`src/rtl/q_argmax_pipe.sv`:
```
// Pipelined argmax over N_ACT Q-values: one compare-tree level per register stage.
// Optional macro Q_ARGMAX_BACKPRESSURE_EN adds out_ready and a stallable pipeline.
`timescale 1ns/1ps
module q_argmax_pipe #(
    parameter  int N_ACT  = 15,
    parameter  int DW     = 16,
    parameter  int SIGNED = 0,
    localparam int IDXW   = (N_ACT > 1) ? $clog2(N_ACT) : 1,
    localparam int LAT    = IDXW
) (
    input  logic                  clk,
    input  logic                  rst_n,
    input  logic                  in_valid,
    output logic                  in_ready,
    input  logic [N_ACT*DW-1:0]   q_in,
    input  logic [N_ACT-1:0]      act_mask,
`ifdef Q_ARGMAX_BACKPRESSURE_EN
    input  logic                  out_ready,
`endif
    output logic                  out_valid,
    output logic [DW-1:0]         q_max,
    output logic [IDXW-1:0]       a_max,
    output logic                  none_valid
);

    // Node layout: {eligible, index, value}
    localparam int NW = DW + IDXW + 1;

    function automatic int node_cnt(input int lvl);
        return (N_ACT + (1 << lvl) - 1) >> lvl;
    endfunction

    function automatic logic b_gt_a(input logic [DW-1:0] b, input logic [DW-1:0] a);
        if (SIGNED != 0) return $signed(b) > $signed(a);
        return b > a;
    endfunction

    // An all-zero node is ineligible, so merging with it doubles as the odd-node pass-through.
    function automatic logic [NW-1:0] merge(input logic [NW-1:0] a, input logic [NW-1:0] b);
        if (a[NW-1] && b[NW-1]) return b_gt_a(b[DW-1:0], a[DW-1:0]) ? b : a;
        if (b[NW-1]) return b;
        if (a[NW-1]) return a;
        return '0;
    endfunction

    logic           out_rdy_int;
    logic [LAT:0]   stage_vld;
    logic [LAT:0]   rdy;
    logic           seen_q, seen_d;

`ifdef Q_ARGMAX_BACKPRESSURE_EN
    assign out_rdy_int = out_ready;
    assign in_ready    = !(out_valid && !out_ready);
`else
    assign out_rdy_int = 1'b1;
    assign in_ready    = 1'b1;
`endif

    // A stage may load when it is empty or the stage after it is moving.
    always_comb begin
        logic r;
        r   = out_rdy_int;
        rdy = '0;
        for (int s = LAT; s >= 0; s--) begin
            r      = !stage_vld[s] || r;
            rdy[s] = r;
        end
    end

    for (genvar gi = 0; gi <= LAT; gi++) begin : g_stage
        localparam int CNT = node_cnt(gi);
        logic [CNT*NW-1:0] node_q, node_d;
        logic              vld_q, vld_d;

        assign stage_vld[gi] = vld_q;

        if (gi == 0) begin : g_leaf
            always_comb begin
                vld_d  = vld_q;
                node_d = node_q;
                if (rdy[0]) begin
                    vld_d = in_valid && in_ready;
                    if (in_valid && in_ready) begin
                        for (int j = 0; j < CNT; j++) begin
                            node_d[j*NW +: NW] = {act_mask[j], IDXW'(j),
                                                  act_mask[j] ? q_in[j*DW +: DW] : {DW{1'b0}}};
                        end
                    end
                end
            end
        end else begin : g_node
            logic [2*CNT*NW-1:0] prev;
            assign prev = (2*CNT*NW)'(g_stage[gi-1].node_q);

            always_comb begin
                vld_d  = vld_q;
                node_d = node_q;
                if (rdy[gi]) begin
                    vld_d = g_stage[gi-1].vld_q;
                    if (g_stage[gi-1].vld_q) begin
                        for (int j = 0; j < CNT; j++) begin
                            node_d[j*NW +: NW] = merge(prev[(2*j)*NW +: NW], prev[(2*j+1)*NW +: NW]);
                        end
                    end
                end
            end
        end

        always_ff @(posedge clk or negedge rst_n) begin
            if (!rst_n) begin
                vld_q  <= 1'b0;
                node_q <= '0;
            end else begin
                vld_q  <= vld_d;
                node_q <= node_d;
            end
        end
    end

    // Keeps none_valid low until the first result has been produced.
    always_comb begin
        seen_d = seen_q;
        if (rdy[LAT] && stage_vld[LAT-1]) seen_d = 1'b1;
    end

    always_ff @(posedge clk or negedge rst_n) begin
        if (!rst_n) seen_q <= 1'b0;
        else        seen_q <= seen_d;
    end

    assign out_valid  = g_stage[LAT].vld_q;
    assign q_max      = g_stage[LAT].node_q[DW-1:0];
    assign a_max      = g_stage[LAT].node_q[DW +: IDXW];
    assign none_valid = seen_q && !g_stage[LAT].node_q[NW-1];

endmodule

```
`config.mk`:
```
export PLATFORM = sky130hd
export DESIGN_NAME = q_argmax_pipe
export DESIGN_NICKNAME = d
export VERILOG_FILES = /design/src/rtl/q_argmax_pipe.sv
export SDC_FILE = /design/constraint.sdc
export NUM_CORES = 2
export LEC_CHECK = 0
export BUFFER_PORTS_ARGS = -buffer_cell sky130_fd_sc_hd__buf_2
export CAP_MARGIN = 0
export CORE_ASPECT_RATIO = 0.8
export CORE_MARGIN = 10
export CORE_UTILIZATION = 60
export DETAILED_ROUTE_END_ITERATION = 8
export GPL_ROUTABILITY_DRIVEN = 0
export PLACE_DENSITY_LB_ADDON = 0.05
export SLEW_MARGIN = 10
export SYNTH_ARGS = -nofsm -noshare
export SYNTH_HDL_FRONTEND = slang
export SYNTH_SLANG_ARGS = --single-unit
```
`constraint.sdc`:
```
create_clock -name clk -period 6.05 [get_ports clk]
set_input_delay 1.21 -clock clk [delete_from_list [all_inputs] [get_ports clk]]
set_output_delay 1.21 -clock clk [all_outputs]
set_load 0.005 [all_outputs]
```
==> impl_results.md <==
* Net Sw Frac at 36.4%
* DRT Pass-1 Iters at 6
* Vias per cell at roughly 6.4
* First-pass GRT wire length at 156 mm
* Worst path slowest cell: o31a_1
* Mapped Cells at 3966
* CTS resizes at 0
* P_sw at about 4.5 mW
* Setup Buffers After CTS at 0
* Max-slew violations at 0
* Design area at 37100 um^2
* DIE HEIGHT at 232 um
* Distinct cell type count of the synthesized netlist at 47
* Hold Buf Count CTS at 0
* Tcrit/Tclk final at 50.0%
* Layout cells sized above 1 at a little over a tenth
* Combinational Power Share at 28.2%
* Fmax at 330 MHz
* Seq pwr share at 42.1%
* DRT antenna net count at 0
* Mapped Avg Cell Area at 8.53 um^2
* Startpoint Class: flop
* Initial antenna violation count at 0
* Largest net degree at the start of global routing at 153
* Worst-Skew Late Latency at 0.62 ns
* Worst-path clk slew at ~0.060 ns
* ANT cells at 0
* Routed vias at 30900
* CTS buffer count at 57
* Maximum VDD drop at 0.219 mV
* Max Cap Violations at 0
* Crit end category: flop
* Slew headroom at 13.5%
* Area after DPL at approximately 35000 um^2
* Leak Pwr at 16.2 nW
* Worst r2r src: g_stage[2].node_q[14]$_DFFE_PN0P_
* Post-synthesis mux area share at 0.843%
* Synth area leaders: dfrtp_1, ha_1, nor2_1
* Clk_skew at 0.0140 ns
* Die width at 285 um
* Die area at 66300 um^2
* # fillers at 4680
* EDFF count, synth at 0
* Ys Warns at 0
* CP max FO at 21
* Reg2Reg Depth at 9
* Setup violations, final at 0
* Slew @ Worst Pin at around 1.3 ns
* Cell accounting for the most synthesized area: dfrtp_1
* Grt total ovfl at 0
* Core Area at roughly 55000 um^2
* Final hold violation count at 0
* Vias in the first global route at 29200
* P_int at 7.80 mW
* Nets at 4510
* Crit path buf inv count at 2
* Critical path depth at 9
* Mapped Area at 33800 um^2
* Clock power share at 29.7%
* Total track usage at 28.0%
* R2r setup slk at 3.02 ns
* Initial core utilization at 61.0%
* Main combinational cell family by area after synthesis: compound AO/OA/AOI/OAI gates
* RSZ-0062 raised after global routing: false
* Register area share after synthesis at 40.9%
* Area grow syn2layout at 9.74%
* R2R Path End: g_stage[3].node_q[17]$_DFFE_PN0P_
* H-Tree Level Count at 2
* Area of the multi-input gates at 17200 um^2
* CP Data Required Time at 6.54 ns
* First DRT Iteration DRCs at approximately 3500
* TritonCTS clock tree: done
* Synth top area share at 40.9%
* Outcome: finished, final reports clean
* Root buf cell: clkbuf_16
* TritonCTS Sinks at 553
* Post-synthesis compound-gate area fraction at between 20% and 30%
* Worst Hold Class: flop to flop
* HPWL Detailed at 66.6 mm
* Port buffer count at 279
* Top-level I/O count at 281
* FF+latch area at 13800 um^2
* WL/cell at around 20 um
* Most common cell type on the critical path: nor4_1
* Max clock buf depth at 3
* CP endpoint: g_stage[3].node_q[17]$_DFFE_PN0P_
* Synth Area in Simple Gates at 18.6%
* # rows at 77
* XOR/XNOR share of the synthesized area at 0%
* Final min period at 3.03 ns
* TNS Setup at 0 ns
* Commonest non-fill, non-tap cell in the layout: dfrtp_1
* CP startpoint: g_stage[2].node_q[14]$_DFFE_PN0P_
* Final WL at 95.2 mm
* Async S/R FF share, synth at 100%
* Most frequent cells in the layout: dfrtp_1, nor2_1, inv_1
* Crit-path max cell delay at 0.55 ns
* Primary FF master, synth: dfrtp_1
* Critical path's top delay family: compound AO/OA/AOI/OAI gates
* Cell area power density at between 300 and 400 nW/um^2
* CP Cell Sequence: inv_1, ha_1, nand4_1, nor4_1, a21boi_1, o31a_1, buf_4, nor4_1, a311o_1
* Worst path arrival time at 3.52 ns
* Post-synthesis register bit count at about 550
* DRC Markers at 0
* Syn Nets at 4448
* Adder-cell share of the synthesized area at under 10%
* WS Path Type: flop to flop
## how the worst min path moves through the flow
stage,from,to,slack (ns),depth (start not counted)
2_1_floorplan,g_stage[2].vld_q$_DFF_PN0_,g_stage[3].vld_q$_DFF_PN0_,0.37,0
3_3_place_gp,seen_q$_DFFE_PN0P_,seen_q$_DFFE_PN0P_,0.45,1
3_5_place_dp,seen_q$_DFFE_PN0P_,seen_q$_DFFE_PN0P_,0.45,1
4_1_cts,seen_q$_DFFE_PN0P_,seen_q$_DFFE_PN0P_,0.46,1
5_1_grt,seen_q$_DFFE_PN0P_,seen_q$_DFFE_PN0P_,0.48,1
6_report,seen_q$_DFFE_PN0P_,seen_q$_DFFE_PN0P_,0.46,1
## through the flow
step | worst slack [ns] | total power, mW | cells | hold WS [ns] | util, %
finish | 3.02 | 12.3 | 4824 | 0.456 | 66.9
global route | 2.74 | 13.0 | 4824 | 0.478 | 66.9
CTS | 3.06 | 12.2 | 4824 | 0.462 | 66.9
detailed placement | 3.10 | 8.59 | 4719 | 0.448 | 63.4
global placement | 3.17 | 8.51 | 4719 | 0.445 | 63.4
floorplan | 3.59 | 7.54 | 3966 | 0.370 | -
## final cells by class
class / count / area share (%)
multi-input combinational: 2703 / 46.2
clock inverter: 21 / 0.661
clock buffer: 84 / 4.49
inverter: 393 / 3.98
tap: 750 / 2.53
sequential: 553 / 37.3
timing repair buffer: 320 / 4.85
## flip-flops by register name (all words and copies together) (netlist names)
register	flops
g_stage.vld_q	4
out_valid	1
seen_q	1
g_stage.node_q	547
## logic make-up (layout without fill, tap and decap cells)
family          Yosys count  in the layout
compound gates         1118           1118
fa+ha+maj               224            224
buf+inv                 710            818
flops                   553            553
mux                      27             27
other cells               1              1
simple gates           1333           1333
## synth_stat cells (all sizes together), types with 32 or more instances
cell / n
dfrtp: 553
nor2: 519
inv: 393
nand3: 356
o21ai: 317
clkbuf: 227
ha: 224
a221oi: 190
o211ai: 187
a21oi: 181
nand2: 170
nand4: 133
buf: 90
a311o: 82
nand3b: 53
nor2b: 40
a22oi: 36
nor4: 35
a21o: 32
## per-layer routing
| metal | GRT usage, % | up-vias | routed length (um) |
|---|---|---|---|
| li1 | - | 14600 | - |
| met1 | 40.9 | 15000 | 43300 |
| met5 | 0 | - | 0 |
| met2 | 43.1 | 1152 | 43100 |
| met4 | 5.70 | 0 | 1420 |
| met3 | 5.04 | 114 | 7330 |
## power by group through the flow
stage	clock network, mW	registers [mW]	logic, mW
after floorplan	0	4.76	2.78
after global placement	0	5.17	3.34
after detailed placement	0	5.18	3.40
after CTS	3.69	5.12	3.43
after global routing	3.84	5.23	3.95
final	3.65	5.16	3.46
(Power assumes the default switching activity.)
